$ cat config.mk
export PLATFORM = sky130hd
export DESIGN_NAME = ex_wb_stage
export DESIGN_NICKNAME = d
export VERILOG_FILES = /design/src/rtl/ex_wb_stage_pkg.sv /design/src/rtl/ex_wb_holdwdt.sv /design/src/rtl/ex_wb_stage.sv
export SDC_FILE = /design/constraint.sdc
export NUM_CORES = 1
export LEC_CHECK = 0
export ABC_AREA = 1
export BUFFER_PORTS_ARGS = -buffer_cell sky130_fd_sc_hd__buf_4
export CELL_PAD_IN_SITES_DETAIL_PLACEMENT = 1
export CELL_PAD_IN_SITES_GLOBAL_PLACEMENT = 2
export CORE_ASPECT_RATIO = 1.75
export CORE_MARGIN = 2
export CORE_UTILIZATION = 22
export DETAILED_ROUTE_END_ITERATION = 12
export GPL_TIMING_DRIVEN = 0
export PLACE_DENSITY_LB_ADDON = 0.12
export REMOVE_ABC_BUFFERS = 1
export SYNTH_ARGS = -nofsm -noshare
export SYNTH_HDL_FRONTEND = slang
export SYNTH_SLANG_ARGS = --single-unit
export TNS_END_PERCENT = 30
$ cat constraint.sdc
create_clock -name clock -period 1.6 [get_ports clock]
set_clock_uncertainty 0.1 [all_clocks]
set_input_delay 0.08 -clock clock [delete_from_list [all_inputs] [get_ports clock]]
set_output_delay 0.08 -clock clock [all_outputs]
set_load 0.03 [all_outputs]
$ cat src/rtl/ex_wb_stage_pkg.sv
// Shared encodings for the lane-1 writeback stage: FSM states, fault codes and null register IDs.
package ex_wb_stage_pkg;

  typedef enum logic [1:0] {
    JX2_WBST_RUN   = 2'd0,
    JX2_WBST_STALL = 2'd1,
    JX2_WBST_FAULT = 2'd2
  } wb_state_e;

  typedef enum logic [1:0] {
    JX2_WBFLT_NONE = 2'b00,
    JX2_WBFLT_MEM  = 2'b01,
    JX2_WBFLT_HOLD = 2'b10
  } wb_fault_e;

  localparam logic [6:0] JX2_GR_ZZR = 7'h3F;
  localparam logic [6:0] JX2_CR_ZZR = 7'h3F;

  localparam logic [1:0] MEM_STAT_FAULT = 2'b11;

  function automatic logic is_mem_fault(input logic [1:0] stat);
    return stat == MEM_STAT_FAULT;
  endfunction

endpackage

$ cat src/rtl/ex_wb_holdwdt.sv
// Stall watchdog: saturating count of consecutive held cycles, strobes when the next held edge hits the limit.
module ex_wb_holdwdt #(
  parameter int HOLD_LIMIT = 12
) (
  input  logic clock,
  input  logic reset,
  input  logic hold,
  input  logic frozen,
  input  logic clear,
  output logic timeout
);

  logic [3:0] cnt;

  // Frozen (fault) keeps the count; leaving the fault clears it.
  always_ff @(posedge clock) begin
    if (reset || clear) begin
      cnt <= 4'd0;
    end else if (!frozen) begin
      if (!hold)
        cnt <= 4'd0;
      else if (cnt != 4'hF)
        cnt <= cnt + 4'd1;
    end
  end

  assign timeout = hold && (cnt == 4'(HOLD_LIMIT - 1));

endmodule

$ cat src/rtl/ex_wb_stage.sv
// Lane-1 writeback: registers EX3 GPR/CR results into the regfile write port, with bubble
// insertion on stall, a hold-timeout watchdog and a memory-fault lockout until acknowledged.
module ex_wb_stage
  import ex_wb_stage_pkg::*;
#(
  parameter int               GPR_W      = 7,
  parameter logic [GPR_W-1:0] ZZR_GPR    = JX2_GR_ZZR,
  parameter logic [GPR_W-1:0] ZZR_CR     = JX2_CR_ZZR,
  parameter int               HOLD_LIMIT = 12
) (
  input  logic             clock,
  input  logic             reset,
  input  logic [1:0]       exHold,
  input  logic [GPR_W-1:0] regIdRn2,
  input  logic [63:0]      regValRn2,
  input  logic [GPR_W-1:0] regIdCn2,
  input  logic [63:0]      regValCn2,
  input  logic [1:0]       memDataOK,
  input  logic             wbFaultAck,
  output logic [GPR_W-1:0] regIdRnW,
  output logic [63:0]      regValRnW,
  output logic [GPR_W-1:0] regIdCnW,
  output logic [63:0]      regValCnW,
  output logic             wbFault,
  output logic [1:0]       wbFaultCode,
  output logic [31:0]      wbRetireCnt
);

  wb_state_e   state;
  wb_fault_e   fault_code;
  logic [31:0] retire_cnt;
  logic        stall, mem_flt, tmo_strobe, hold_tmo, flt_det, accept, ack_exit;
  logic        in_fault;
  logic        unused_hold_info;

  assign unused_hold_info = exHold[1];

  assign in_fault = (state == JX2_WBST_FAULT);
  assign stall    = exHold[0];
  assign mem_flt  = is_mem_fault(memDataOK);
  assign hold_tmo = (state == JX2_WBST_STALL) && tmo_strobe;
  assign flt_det  = !in_fault && (mem_flt || hold_tmo);
  assign accept   = !in_fault && !stall && !flt_det;
  assign ack_exit = in_fault && wbFaultAck;

  ex_wb_holdwdt #(.HOLD_LIMIT(HOLD_LIMIT)) u_holdwdt (
    .clock   (clock),
    .reset   (reset),
    .hold    (stall),
    .frozen  (in_fault),
    .clear   (ack_exit),
    .timeout (tmo_strobe)
  );

  always_ff @(posedge clock) begin
    if (reset) begin
      state      <= JX2_WBST_RUN;
      fault_code <= JX2_WBFLT_NONE;
      regIdRnW   <= ZZR_GPR;
      regIdCnW   <= ZZR_CR;
      regValRnW  <= 64'd0;
      regValCnW  <= 64'd0;
      retire_cnt <= 32'd0;
    end else begin
      // Non-accept cycles become bubbles; values stay put so only the IDs toggle.
      if (accept) begin
        regIdRnW  <= regIdRn2;
        regIdCnW  <= regIdCn2;
        regValRnW <= regValRn2;
        regValCnW <= regValCn2;
        if ((regIdRn2 != ZZR_GPR) || (regIdCn2 != ZZR_CR))
          retire_cnt <= retire_cnt + 32'd1;
      end else begin
        regIdRnW <= ZZR_GPR;
        regIdCnW <= ZZR_CR;
      end

      case (state)
        JX2_WBST_RUN: begin
          if (mem_flt) begin
            state      <= JX2_WBST_FAULT;
            fault_code <= JX2_WBFLT_MEM;
          end else if (stall) begin
            state <= JX2_WBST_STALL;
          end
        end
        JX2_WBST_STALL: begin
          if (mem_flt) begin
            state      <= JX2_WBST_FAULT;
            fault_code <= JX2_WBFLT_MEM;
          end else if (hold_tmo) begin
            state      <= JX2_WBST_FAULT;
            fault_code <= JX2_WBFLT_HOLD;
          end else if (!stall) begin
            state <= JX2_WBST_RUN;
          end
        end
        JX2_WBST_FAULT: begin
          if (wbFaultAck) begin
            state      <= JX2_WBST_RUN;
            fault_code <= JX2_WBFLT_NONE;
          end
        end
        default: begin
          state      <= JX2_WBST_RUN;
          fault_code <= JX2_WBFLT_NONE;
        end
      endcase
    end
  end

  assign wbFault     = in_fault;
  assign wbFaultCode = fault_code;
  assign wbRetireCnt = retire_cnt;

endmodule

# Yosys cells after proc, flatten, opt, wreduce, memory -nomap -nowiden
# Index checks and enable logic that the tools add are counted.
# totals
elab_cells	56
input_bits	149
reg_bits	182
# op_classes
reduce_logical	18
addsub	2
n_mux	13
eq_ne	13
bitwise	2
# ops
cell	count
$add A32 B1 Y32 const B	1
$mux W2	9
$ne A7 B6 Y1 const B	2
$pmux W2 S3	2
$mux W4	2
$ne A4 B4 Y1 const B	2
$logic_and A1 B1 Y1	6
$ne A3 B3 Y1 const B	2
$reduce_and A3 Y1	2
$add A4 B1 Y4 const B	1
$eq A2 B2 Y1 const B	2
$eq A4 B4 Y1 const B	1
$ne A2 B2 Y1 const B	2
$reduce_and A2 Y1	2
$logic_not A1 Y1	3
$logic_or A1 B1 Y1	3
$eq A2 B1 Y1 const B	1
$logic_not A2 Y1	1
$ne A2 B1 Y1 const B	1
$not A1 Y1	2
$reduce_or A2 Y1	1

# Depth between registers and ports, before layout
# Gate-level depths: netlist of run 1.
# logic_depth
ltp_word	9
depth_mapped	11

# Hierarchy
# Synthesis of run 1 repeated with hierarchy kept, for this count alone.
# unflattened
hier_cells	960
area_unflattened_um2	7036.7
# modules_own_cells
module	seq_area_each_um2	n_inst	cells_each	area_each_um2
ex_wb_stage	3563.4	1	926	6795.3
ex_wb_holdwdt	80.1	1	34	241.5

# Worst setup path before layout of run 1
# Ideal clock, no wire load.
# synth_timing
path_kind	reg2reg
startpoint	register retire_cnt[1], in the netlist wbRetireCnt[1]
endpoint	register retire_cnt[20], in the netlist wbRetireCnt[20]
setup_time_ns	0.128
period_less_slack_ns	1.775
t_arrival_ns	1.547
path_stages_with_launch	9
n_path_buf	1
path_slack_ns	-0.175
path_cell_list	dfxtp_1 > ha_1 > nand3_2 > nor2_2 > and3_1 > buf_2 > nand4_1 > nand2_1 > nor2_1
# synth_between
elab_chain_len	1
# synth_lines
item	line_no	source
from (decl)	ex_wb_stage.sv:31	logic [31:0] retire_cnt;
from (signal assigned)	ex_wb_stage.sv:72	retire_cnt <= retire_cnt + 32'd1;
$add A32 B1 Y32	ex_wb_stage.sv:72	
# No other way between the ends.
# A chain may end at the register's enable or synchronous reset.

# Final worst setup path of run 1
# layout_timing
startpoint	register state[1]
endpoint	register retire_cnt[20], in the netlist wbRetireCnt[20]
# layout_between
elab_chain_len	7
word_cells_on_any_way	10
# layout_lines
item	line_no	source
from (decl)	ex_wb_stage.sv:29	wb_state_e state;
from (signal assigned)	ex_wb_stage.sv:57	state <= JX2_WBST_RUN;
from (signal assigned)	ex_wb_stage.sv:81	state <= JX2_WBST_FAULT;
from (signal assigned)	ex_wb_stage.sv:84	state <= JX2_WBST_STALL;
$eq A2 B1 Y1	ex_wb_stage.sv:41	assign hold_tmo = (state == JX2_WBST_STALL) && tmo_strobe;
$logic_and A1 B1 Y1	ex_wb_stage.sv:41	
$logic_or A1 B1 Y1	ex_wb_stage.sv:42	assign flt_det = !in_fault && (mem_flt || hold_tmo);
$logic_and A1 B1 Y1	ex_wb_stage.sv:42	
$logic_not A1 Y1	ex_wb_stage.sv:43	assign accept = !in_fault && !stall && !flt_det;
$logic_and A1 B1 Y1 *	ex_wb_stage.sv:43	
$reduce_and A2 Y1 (no source line) *	--	
# Mark *: on every way between the ends. The rest lies on a longest branch, timed or not.

==> out/summary.log, run 1 <==
INFO  outcome        outcome=finished, violations left
INFO  outcome        violations=hold timing, setup timing
INFO  critical_path  cp_arrival=1.97ns
INFO  critical_path  r2r_cells=12
INFO  placement      hpwl_dp=20400um
INFO  power_and_ir_drop power_density=949mW/mm2
INFO  placement      numPortBuffers=324
INFO  synth          synth_seq_area_share=50.5%
INFO  power_and_ir_drop leakage=5.64nW
INFO  synth          synth-warning-count=0
INFO  timing         least_margin_pin_slew=0.911ns
INFO  clock_network  clkTransAtPathRegs=0.07ns
INFO  synth          synth_top_area_share=50.5%
INFO  detailed_routing via_per_inst=4.37
INFO  cells_and_area layout-area-overhead-vs-synth=79.5%
INFO  clock_network  tritoncts=yes
INFO  synth          synthesis.area_per_instance=7.27um2
INFO  detailed_routing routed_wirelength=33600um
INFO  timing         rsz0062_at_grt=true
INFO  critical_path  worstSetupStartpoint=state[1]
INFO  cells_and_area layout.cells.most_common_list=338 x sky130_fd_sc_hd__buf_4, 301 x sky130_fd_sc_hd__nor2_1, 169 x sky130_fd_sc_hd__dfxtp_1
INFO  clock_network  clock_sinks=182
INFO  synth          synthesis.area=0.00722mm2
INFO  detailed_routing drt-pass1-iter-count=4
INFO  power_and_ir_drop worst_ir_drop_vdd=0.000796V
INFO  timing         finalWorstPathRequiredPeriod=1.68ns
INFO  critical_path  cp.required=1.89ns
INFO  min_path       worst_hold_path.num_cells=2
INFO  floorplanning  die_area=0.0343mm2
INFO  detailed_routing wire_per_inst=17.8um
INFO  clock_network  clk_lat_worst_skew=0.45ns
INFO  clock_network  cts.root.buffer_cell=sky130_fd_sc_hd__clkbuf_16
INFO  global_route   antenna_violations_before_repair=0
INFO  cells_and_area area_occupied_by_multi_input_gates=0.00340mm2
INFO  global_route   global_route.overflow_total=0
INFO  floorplanning  die_height=244um
INFO  min_path       min_to=wbFaultCode[0]
INFO  cells_and_area num-fill-cells=3891
INFO  critical_path  critical_path_peak_fanout=7
INFO  global_route   grt_pass1_vias=8645
INFO  run            timing.max_cap.violations=0
INFO  synth          post_synth_inst_count=993
INFO  detailed_routing drc=0
INFO  critical_path  critical_path_capture_point_type=flip-flop
INFO  clock_network  cts_buffers=17
INFO  timing         report.final.setup_viol=50
INFO  critical_path  timing.critical_path.from_type=flip-flop
INFO  cells_and_area antenna_cells_inserted=0
INFO  critical_path  timing.rr.start=state[1]
INFO  timing         finalHoldViolCount=17
INFO  cells_and_area seq_area=0.00366mm2
INFO  global_route   wire_length_of_the_first_global_routing_pass=48800um
INFO  floorplanning  rows=87
INFO  critical_path  rr_endpoint=wbRetireCnt[20]
INFO  floorplanning  num_io_pins=326
INFO  synth          cell_accounting_for_the_most_synthesized_area=sky130_fd_sc_hd__dfxtp_1
INFO  critical_path  setup.worst_path.class=reg -> reg
INFO  floorplanning  initial_cell_density_of_the_core=22.3%
INFO  synth          synth.area.top_cells=sky130_fd_sc_hd__dfxtp_1 50%, sky130_fd_sc_hd__nor2_1 17%, sky130_fd_sc_hd__o21ai_0 9.2%
INFO  synth          synth_cell_types=33
INFO  cells_and_area finalInstanceArea=0.0130mm2
INFO  floorplanning  floorplan.core_area=0.0323mm2
INFO  clock_network  cts-htree-levels=4
INFO  critical_path  reg2reg_setup_slack=-0.08ns
INFO  detailed_routing route.antenna.remaining_nets=0
INFO  cells_and_area layout-drive-gt1-share=33.5%
INFO  timing         timing.fmax=0.595GHz
INFO  timing         fin_tns_setup=-0.948ns
INFO  cells_and_area stdcell_count=1890
INFO  timing         max-slew-margin-rel=39.0%
INFO  cells_and_area final_nets=1628
INFO  floorplanning  die_w=141um
INFO  timing         fin_hold_ws=-0.0973ns
INFO  global_route   grt_util_all_layers=18.6%
INFO  placement      place.detailed.instances=1666
INFO  placement      dpl_cell_area=0.00997mm2
INFO  timing         pins_over_slew_limit=0
INFO  cells_and_area final_common_cell=sky130_fd_sc_hd__buf_4
INFO  synth          yosys_register_bits=182
INFO  timing         timing.final.ws_setup=-0.0820ns
INFO  placement      routabilityCongestion=0.734
INFO  detailed_routing detail_route.iter0.violations=193
INFO  detailed_routing via_count=8251
INFO  clock_network  postCtsHoldBufs=147
INFO  global_route   largest_net_degree_at_the_start_of_global_routing=79
INFO  min_path       hp-class=in -> reg
INFO  timing         layout_worst_path_cycle_share=105%
INFO  min_path       hold_start=reset
INFO  power_and_ir_drop power.total=12.3mW
INFO  clock_network  cts-root-to-sink-buffers=2
==> Yosys cell counts <==
| cell type | count |
|---|---|
| sky130_fd_sc_hd__buf_6 | 3 |
| sky130_fd_sc_hd__xor2_1 | 6 |
| sky130_fd_sc_hd__nor2_1 | 326 |
| sky130_fd_sc_hd__inv_2 | 2 |
| sky130_fd_sc_hd__nand3_2 | 2 |
| sky130_fd_sc_hd__nor2_4 | 4 |
| sky130_fd_sc_hd__nand2_2 | 1 |
| sky130_fd_sc_hd__buf_2 | 31 |
| sky130_fd_sc_hd__o21ai_0 | 132 |
| sky130_fd_sc_hd__nand3b_1 | 2 |
| sky130_fd_sc_hd__nand3_4 | 1 |
| sky130_fd_sc_hd__a21oi_1 | 28 |
| sky130_fd_sc_hd__ha_1 | 2 |
| sky130_fd_sc_hd__clkbuf_1 | 16 |
| sky130_fd_sc_hd__and3_1 | 1 |
| sky130_fd_sc_hd__inv_4 | 1 |
| sky130_fd_sc_hd__nand4_1 | 8 |
| sky130_fd_sc_hd__o22ai_1 | 1 |
| sky130_fd_sc_hd__and2_1 | 1 |
| sky130_fd_sc_hd__o21bai_1 | 1 |
| sky130_fd_sc_hd__dfxtp_1 | 182 |
| sky130_fd_sc_hd__inv_1 | 48 |
| sky130_fd_sc_hd__nor2_2 | 3 |
| sky130_fd_sc_hd__or2_2 | 13 |
| sky130_fd_sc_hd__o21ai_1 | 4 |
| sky130_fd_sc_hd__xnor2_1 | 4 |
| sky130_fd_sc_hd__nor3_1 | 2 |
| sky130_fd_sc_hd__buf_4 | 3 |
| sky130_fd_sc_hd__nor3b_1 | 1 |
| sky130_fd_sc_hd__nand2_1 | 137 |
| sky130_fd_sc_hd__nand3_1 | 24 |
| sky130_fd_sc_hd__clkbuf_2 | 1 |
| sky130_fd_sc_hd__a211oi_1 | 2 |
==> logic make-up (layout without fill, tap and decap cells) <==
| kind of cell | count (synthesis) | count (layout) | share of synthesized area, % |
|---|---|---|---|
| AO/OA/AOI/OAI | 168 | 168 | 11.8 |
| XOR/XNOR | 10 | 10 | 1.21 |
| adder cells (fa/ha/maj) | 2 | 2 | 0.347 |
| buffers and inverters | 105 | 597 | 6.52 |
| flip-flops | 182 | 182 | 50.5 |
| AND/OR/NAND/NOR | 526 | 531 | 29.7 |
==> worst max path at each step <==
stage	to	slack, ns
finish	wbRetireCnt[20]	-0.08
floorplan	regValCnW[0]	-1.93
global placement	regValRnW[62]	-4.73
detailed placement	wbRetireCnt[16]	-1.94
CTS	regValCnW[2]	-0.17
global route	wbRetireCnt[21]	-0.20
==> critical path, cell delays in order (launching register included) <==
cell and delay [ns]:
sky130_fd_sc_hd__dfxtp_2 0.32, sky130_fd_sc_hd__inv_2 0.07, sky130_fd_sc_hd__nor2_4 0.04, sky130_fd_sc_hd__inv_4 0.06
sky130_fd_sc_hd__nand3_4 0.14, sky130_fd_sc_hd__buf_16 0.22, sky130_fd_sc_hd__nor2_4 0.12, sky130_fd_sc_hd__buf_12 0.16
sky130_fd_sc_hd__buf_8 0.12, sky130_fd_sc_hd__nand3_2 0.05, sky130_fd_sc_hd__nand2_1 0.07, sky130_fd_sc_hd__nand2_1 0.05
sky130_fd_sc_hd__nor2_1 0.08
==> power breakdown <==
group / switching, mW / leakage, nW / total, mW / internal, mW
Combinational: 1.57 / 3.83 / 2.85 / 1.28
Sequential: 0.167 / 1.50 / 5.00 / 4.84
Clock: 1.95 / 0.299 / 4.44 / 2.49
Total: 3.69 / 5.64 / 12.3 / 8.60
==> through the flow <==
step,util [%],setup slack (ns)
after floorplan,-,-1.93
after global placement,30.5,-4.73
after detailed placement,30.8,-1.94
after CTS,38.8,-0.173
after global routing,40.1,-0.200
final,40.1,-0.0820
==> sequential cells by signal, summed over array words and instances (netlist names) <==
register,flops
regValCnW,64
regValRnW,64
wbRetireCnt,32
regIdCnW,7
regIdRnW,7
u_holdwdt.cnt,4
state,2
wbFaultCode,2
==> metal layers <==
| metal | vias up | track usage (%) | share of wire [%] |
|---|---|---|---|
| li1 | 4110 | - | - |
| met1 | 3915 | 18.0 | 36 |
| met2 | 185 | 36.6 | 56 |
| met3 | 41 | 5.21 | 5.0 |
| met4 | 0 | 7.21 | 2.8 |
| met5 | - | 0 | 0 |
==> final cells by class <==
cell class              instances  share of cell area [%]
multi-input cells             711                    26.2
well taps                     400                    3.86
repair inverters                2                   0.154
clock buffers                  23                    3.77
inverters                      51                    1.82
clock inverters                 9                   0.879
flip-flops and latches        182                    28.3
repair buffers                512                    35.1
==> timing repair <==
| item | in CTS | in global routing |
|---|---|---|
| hold endpoints to repair | 165 | 17 |
| pin swaps | 15 | 21 |
| setup endpoints to repair | 175 | 174 |
| buffers inserted | 21 | 7 |
| gates cloned | 9 | 8 |
| resized for setup | 49 | 73 |
Note: power is estimated with default switching activity, not from simulation.
==> run 2: changes to the inputs <==
--- a/config.mk
+++ b/config.mk
@@ -5,7 +5,6 @@
 export SDC_FILE = /design/constraint.sdc
 export NUM_CORES = 1
 export LEC_CHECK = 0
-export ABC_AREA = 1
 export BUFFER_PORTS_ARGS = -buffer_cell sky130_fd_sc_hd__buf_4
 export CELL_PAD_IN_SITES_DETAIL_PLACEMENT = 1
 export CELL_PAD_IN_SITES_GLOBAL_PLACEMENT = 2
@@ -13,7 +12,7 @@
 export CORE_MARGIN = 2
 export CORE_UTILIZATION = 22
 export DETAILED_ROUTE_END_ITERATION = 12
-export GPL_TIMING_DRIVEN = 0
+export GPL_TIMING_DRIVEN = 1
 export PLACE_DENSITY_LB_ADDON = 0.12
 export REMOVE_ABC_BUFFERS = 1
 export SYNTH_ARGS = -nofsm -noshare
==> run 2 against run 1 <==
Net effect:
- the run ends with setup timing left
- register-to-register slack got worse by 0.26 ns
- combinational power fell by 24%
- die area fell by 7.2%
- non-clock buffer count rose by 65
- critical endpoint is now wbRetireCnt[23]
- largest power group unchanged
- routed wire length fell by 13%
- sequential power fell by 3%
- area after synthesis fell by 7.3%
- setup slack got worse by 0.26 ns
- largest cell class unchanged
- global-route usage fell by 0.69 points
==> out/summary.log, run 2 <==
INFO  outcome        outcome=finished, violations left
INFO  outcome        violations=setup timing
INFO  synth          ys_async_sr_fraction=0%
INFO  power_and_ir_drop worst_ir_drop_vdd=0.000748V
INFO  synth          netlist_top_cells_count=273 x sky130_fd_sc_hd__nand2_1, 182 x sky130_fd_sc_hd__dfxtp_1, 144 x sky130_fd_sc_hd__a21oi_1, 54 x sky130_fd_sc_hd__clkbuf_1, 31 x sky130_fd_sc_hd__nor2_1
INFO  timing         least_margin_pin_slew=0.394ns
INFO  placement      dpl_cell_area=0.0103mm2
INFO  critical_path  top_delay_family_on_crit_path=simple AND/OR/NAND/NOR gates
INFO  synth          yosysMostFrequentCell=sky130_fd_sc_hd__nand2_1
INFO  floorplanning  num_io_pins=326
INFO  detailed_routing route.antenna.remaining_nets=0
INFO  synth          synthesis.area=0.00669mm2
INFO  clock_network  clock_sinks=182
INFO  detailed_routing via_count=7691
INFO  floorplanning  die_height=235um
INFO  clock_network  clk_lat_worst_skew=0.45ns
INFO  placement      hpwl_dp=20700um
INFO  global_route   grt_util_all_layers=18.0%
INFO  global_route   largest_net_degree_at_the_start_of_global_routing=50
INFO  cells_and_area num-fill-cells=3542
INFO  floorplanning  floorplan.core_area=0.0300mm2
INFO  synth          cell_accounting_for_the_most_synthesized_area=sky130_fd_sc_hd__dfxtp_1
INFO  global_route   grt_pass1_vias=8117
INFO  critical_path  setup.worst_path.class=reg -> reg
INFO  floorplanning  die_w=136um
INFO  detailed_routing detail_route.iter0.violations=174
INFO  clock_network  tritoncts=yes
INFO  synth          synth_seq_area_share=54.5%
INFO  critical_path  cp_arrival=2.23ns
INFO  floorplanning  initial_cell_density_of_the_core=22.3%
INFO  critical_path  cp.required=1.89ns
INFO  power_and_ir_drop leakage=5.49nW
INFO  timing         finalHoldViolCount=0
INFO  synth          synth.area.top_cells=sky130_fd_sc_hd__dfxtp_1 54%, sky130_fd_sc_hd__nand2_1 15%, sky130_fd_sc_hd__a21oi_1 11%
INFO  global_route   antenna_violations_before_repair=0
INFO  detailed_routing routed_wirelength=29200um
INFO  synth          synth_enable_flop_cells=0
INFO  synth          synthesis.area_per_instance=8.13um2
INFO  clock_network  cts.root.buffer_cell=sky130_fd_sc_hd__clkbuf_16
INFO  critical_path  path_cells=and4_4 > nand3_4 > or4_4 > or3_4 > a21oi_2
INFO  cells_and_area layout-area-overhead-vs-synth=94.1%
INFO  floorplanning  die_area=0.0319mm2
INFO  timing         layout_worst_path_cycle_share=121%
INFO  synth          synth_cell_types=39
INFO  cells_and_area layout.cells.most_common_list=398 x sky130_fd_sc_hd__buf_4, 272 x sky130_fd_sc_hd__nand2_1, 168 x sky130_fd_sc_hd__dfxtp_1
INFO  critical_path  critical_path_buf_inv_count=0
INFO  clock_network  cts-htree-levels=4
INFO  timing         pins_over_slew_limit=0
INFO  detailed_routing drt-pass1-iter-count=4
INFO  critical_path  critical_path.slowest_cell=sky130_fd_sc_hd__or4_4
INFO  floorplanning  rows=84
INFO  cells_and_area antenna_cells_inserted=0
INFO  synth          postSynth.topFlopCell=sky130_fd_sc_hd__dfxtp_1
INFO  cells_and_area final_common_cell=sky130_fd_sc_hd__buf_4
INFO  placement      numPortBuffers=324
INFO  global_route   wire_length_of_the_first_global_routing_pass=44000um
INFO  timing         timing.final.ws_setup=-0.341ns
INFO  clock_network  cts-root-to-sink-buffers=2
INFO  synth          yosys_register_bits=182
INFO  power_and_ir_drop power.total=11.6mW
INFO  detailed_routing drc=0
INFO  min_path       hp-class=in -> reg
INFO  timing         rsz0062_at_grt=true
INFO  synth          synth_top_area_share=54.5%
INFO  detailed_routing via_per_inst=4.37
INFO  synth          post_synth_inst_count=823
INFO  timing         report.final.setup_viol=19
INFO  timing         timing.fmax=0.515GHz
INFO  timing         max-slew-margin-rel=73.7%
INFO  run            timing.max_cap.violations=0
INFO  placement      routabilityCongestion=0.733
INFO  timing         finalWorstPathRequiredPeriod=1.94ns
INFO  cells_and_area finalInstanceArea=0.0130mm2
INFO  cells_and_area layout-drive-gt1-share=37.9%
INFO  critical_path  critical_path_peak_fanout=7
INFO  cells_and_area final_nets=1511
INFO  critical_path  timing.critical_path.from_type=flip-flop
INFO  clock_network  clkTransAtPathRegs=0.07ns
INFO  critical_path  cpPeakStageDelay=0.59ns
INFO  global_route   global_route.overflow_total=0
INFO  detailed_routing wire_per_inst=16.6um
INFO  critical_path  critical_path_capture_point_type=flip-flop
INFO  synth          synth-warning-count=0
INFO  power_and_ir_drop power_density=894mW/mm2
INFO  clock_network  cts_buffers=17
==> run 2: worst paths after layout <==
path | from | cells after the start | slack [ns] | end
worst max register to register | wbRetireCnt[5] | 5 | -0.34 | wbRetireCnt[23]
worst min-delay path | exHold[0] | 5 | 0.14 | u_holdwdt.cnt[0]
worst min register to register | regValCnW[18] | 2 | 0.35 | regValCnW[18]
worst max-delay path | wbRetireCnt[5] | 5 | -0.34 | wbRetireCnt[23]
==> run 2: cells by family after synthesis <==
family          synth area share, %
buf+inv                        3.65
compound gates                 12.3
simple gates                   25.8
xor+xnor                       3.40
flops                          54.5
fa+ha+maj                     0.374
==> run 2: through the flow <==
stage          setup TNS (ns)  hold slack (ns)  utilization, %  std cells  worst slack (ns)
3_3_place_gp           -13.18            0.178            34.4       1572            -0.411
6_report                -3.97            0.137            43.3       1760            -0.341
2_1_floorplan         -376.80           0.0491               -        764             -2.79
3_5_place_dp           -16.06            0.182            34.4       1572            -0.411
4_1_cts                 -4.32            0.117            42.5       1758            -0.353
5_1_grt                 -5.63            0.166            43.3       1760            -0.380
==> run 2: per-layer routing <==
layer | vias up | routed length [um] | part of all wire, % | GRT usage, %
li1 | 3794 | - | - | -
met1 | 3656 | 10500 | 36 | 18.2
met2 | 201 | 16300 | 56 | 34.2
met3 | 40 | 1410 | 4.8 | 3.88
met4 | 0 | 965 | 3.3 | 8.08
met5 | - | 0 | 0 | 0
==> run 2: area by class of cell <==
cell class | instances | area, um2 | area share [%]
Sequential cell | 182 | 3670 | 28.2
Timing Repair Buffer | 577 | 4980 | 38.4
Inverter | 4 | 15.0 | 0.116
Clock buffer | 24 | 482 | 3.71
Multi-Input combinational cell | 578 | 3210 | 24.7
Tap cell | 387 | 484 | 3.73
Clock inverter | 8 | 145 | 1.12
==> run 2: worst min-delay path: stages <==
cell and delay (ns):
sky130_fd_sc_hd__buf_4 0.08, sky130_fd_sc_hd__inv_1 0.07, sky130_fd_sc_hd__buf_4 0.16, sky130_fd_sc_hd__a21o_1 0.17
sky130_fd_sc_hd__nor2_1 0.09
==> run 2: timing repair <==
action | CTS | global route
endpoints found under the setup margin | 170 | 139
hold endpoints to repair | 171 | 0
resized for setup | 54 | 47
cloned | 0 | 1
buffers inserted | 9 | 6
pin swaps | 22 | 26
hold buffers | 147 | 0
==> run 2: power by group <==
| group | switching (mW) | total [mW] | internal (mW) |
|---|---|---|---|
| combinational | 1.13 | 2.17 | 1.03 |
| clock | 1.84 | 4.58 | 2.74 |
| sequential | 0.111 | 4.86 | 4.75 |
| total | 3.09 | 11.6 | 8.52 |
==> run 3: changes to the inputs <==
==> constraint.sdc (replaced) <==
create_clock -name clock -period 1.6 [get_ports clock]
set_clock_uncertainty 0.1 [all_clocks]
set_input_delay 0.16 -clock clock [delete_from_list [all_inputs] [get_ports clock]]
set_output_delay 0.16 -clock clock [all_outputs]
set_load 0.03 [all_outputs]
==> run 3 against run 2 <==
Net effect:
- the run still ends with setup timing left
- die area unchanged
- sequential power about the same
- routed wire length increased by 5.6%
- global-route usage increased by 0.81 points
- critical path depth increased by 1
- combinational power grew 7%
- hold slack worse by 0.10 ns
- fmax decreased by 1.1%
- final cell count grew 0.57%
==> out/summary.log, run 3 (same netlist as run 2, synthesis figures left out) <==
INFO  outcome        outcome=finished, violations left
INFO  outcome        violations=setup timing
INFO  timing         pins_over_slew_limit=0
INFO  clock_network  cts_buffers=17
INFO  timing         timing.final.ws_setup=-0.362ns
INFO  power_and_ir_drop leakage=5.59nW
INFO  detailed_routing drt-pass1-iter-count=4
INFO  floorplanning  num_io_pins=326
INFO  detailed_routing via_per_inst=4.41
INFO  critical_path  critical_path_capture_point_type=flip-flop
INFO  clock_network  clock_sinks=182
INFO  critical_path  top_delay_family_on_crit_path=simple AND/OR/NAND/NOR gates
INFO  cells_and_area utilization=44.4%
INFO  global_route   antenna_violations_before_repair=0
INFO  critical_path  cpMostUsedCell=sky130_fd_sc_hd__or3_4
INFO  floorplanning  initial_cell_density_of_the_core=22.3%
INFO  min_path       hp-class=in -> reg
INFO  clock_network  tritoncts=yes
INFO  placement      numPortBuffers=324
INFO  critical_path  cp.required=1.88ns
INFO  critical_path  critical_path_buf_inv_count=1
INFO  detailed_routing via_count=7797
INFO  global_route   largest_net_degree_at_the_start_of_global_routing=68
INFO  clock_network  cts-root-to-sink-buffers=2
INFO  cells_and_area layout.cells.most_common_list=396 x sky130_fd_sc_hd__buf_4, 267 x sky130_fd_sc_hd__nand2_1, 163 x sky130_fd_sc_hd__dfxtp_1
INFO  power_and_ir_drop power.total=11.8mW
INFO  timing         fin_hold_ws=0.0348ns
INFO  clock_network  cts.root.buffer_cell=sky130_fd_sc_hd__clkbuf_16
INFO  floorplanning  die_area=0.0319mm2
INFO  cells_and_area finalInstanceArea=0.0133mm2
INFO  detailed_routing drc=0
INFO  timing         max-slew-margin-rel=58.5%
INFO  cells_and_area final_common_cell=sky130_fd_sc_hd__buf_4
INFO  critical_path  cpPeakStageDelay=0.44ns
INFO  placement      place.detailed.instances=1568
INFO  run            timing.max_cap.violations=0
INFO  global_route   global_route.overflow_total=0
INFO  cells_and_area layout-drive-gt1-share=40.4%
INFO  placement      dpl_cell_area=0.0102mm2
INFO  placement      hpwl_dp=21100um
INFO  timing         finalHoldViolCount=0
INFO  clock_network  cts-htree-levels=4
INFO  timing         report.final.setup_viol=22
INFO  critical_path  timing.critical_path.from_type=flip-flop
INFO  critical_path  cp_arrival=2.24ns
INFO  detailed_routing routed_wirelength=30800um
INFO  critical_path  critical_path.slowest_cell=sky130_fd_sc_hd__or3_4
INFO  cells_and_area layout-area-overhead-vs-synth=98.8%
INFO  detailed_routing detail_route.iter0.violations=195
INFO  global_route   grt_util_all_layers=18.8%
INFO  timing         least_margin_pin_slew=0.623ns
INFO  power_and_ir_drop worst_ir_drop_vdd=0.000775V
INFO  detailed_routing wire_per_inst=17.4um
INFO  floorplanning  rows=84
INFO  clock_network  clk_lat_worst_skew=0.45ns
INFO  detailed_routing route.antenna.remaining_nets=0
INFO  timing         layout_worst_path_cycle_share=123%
INFO  timing         timing.fmax=0.510GHz
INFO  global_route   grt_pass1_vias=8339
INFO  cells_and_area stdcell_count=1770
INFO  power_and_ir_drop power_density=886mW/mm2
INFO  critical_path  path_cells=and4_4 > buf_6 > nand4_1 > or3_4 > or3_4 > a21oi_2
INFO  cells_and_area antenna_cells_inserted=0
INFO  critical_path  setup.worst_path.class=reg -> reg
INFO  global_route   wire_length_of_the_first_global_routing_pass=45900um
INFO  timing         rsz0062_at_grt=true
INFO  placement      routabilityCongestion=0.767
INFO  clock_network  clkTransAtPathRegs=0.07ns
INFO  floorplanning  die_height=235um
INFO  critical_path  critical_path_peak_fanout=3
INFO  floorplanning  die_w=136um
INFO  timing         finalWorstPathRequiredPeriod=1.96ns
INFO  cells_and_area final_nets=1522
INFO  floorplanning  floorplan.core_area=0.0300mm2
## run 3: cell types whose count changed in the layout (fill, tap and decap cells not counted), moves of 3 or more
cell                        before  now
sky130_fd_sc_hd__dfxtp_1       168  163
sky130_fd_sc_hd__a21oi_1       142  124
sky130_fd_sc_hd__a21oi_2         2   20
sky130_fd_sc_hd__dfxtp_2        12   19
sky130_fd_sc_hd__buf_8           0    5
sky130_fd_sc_hd__nand2_2         0    6
sky130_fd_sc_hd__nand2_1       272  267
sky130_fd_sc_hd__nand3_1         7   10
sky130_fd_sc_hd__buf_6          14   18
sky130_fd_sc_hd__clkbuf_16      18   24
sky130_fd_sc_hd__buf_16          0    3
sky130_fd_sc_hd__buf_12         17   13
## run 3: repair_timing
action / 4_1_cts / 5_1_grt
hold buffers: 145 / 0
endpoints found under the hold margin: 146 / 0
pin swaps: 38 / 52
buffers inserted: 16 / 10
gates resized for setup: 73 / 77
cloned: 2 / 7
endpoints found under the setup margin: 159 / 178
## run 3: final cells by class
type / instances / area, um2
Multi-Input combinational cell: 579 / 3280
Timing Repair Buffer: 587 / 5220
Inverter: 4 / 15.0
Tap cell: 387 / 484
Clock inverter: 8 / 145
Fill cell: 3474 / 16700
Clock buffer: 23 / 488
Sequential cell: 182 / 3670
## run 3: metal layers
metal  track usage [%]  routed length, um  share of wire (%)
met5                 0                  0                  0
met4              7.51                926                3.0
met1              19.1              11100                 36
met3              4.12               1420                4.6
met2              36.1              17300                 56
## run 3: worst min-delay path, delay by kind of cell
kind	cells	cell delay (ns)
buf+inv	2	0.20
simple gates	1	0.18
## run 3: worst paths after layout
path | startpoint | endpoint | slack, ns | cells after the start
setup / recovery | wbRetireCnt[9] | wbRetireCnt[30] | -0.36 | 6
hold / removal | exHold[0] | state[0] | 0.03 | 3
hold reg to reg | regValCnW[25] | regValCnW[25] | 0.35 | 2
setup reg to reg | wbRetireCnt[9] | wbRetireCnt[30] | -0.36 | 6
## run 3: metrics by stage
stage	TNS (ns)	setup slack, ns
floorplan	-378.64	-2.79
global placement	-7.54	-0.424
detailed placement	-11.69	-0.419
CTS	-4.57	-0.373
global route	-6.64	-0.422
finish	-3.85	-0.362
## run 3: power by group
group          total (mW)  internal [mW]  switching [mW]  leakage, nW
logic                2.32           1.11            1.20         3.79
clock network        4.61           2.77            1.84        0.305
registers            4.86           4.75           0.115         1.50
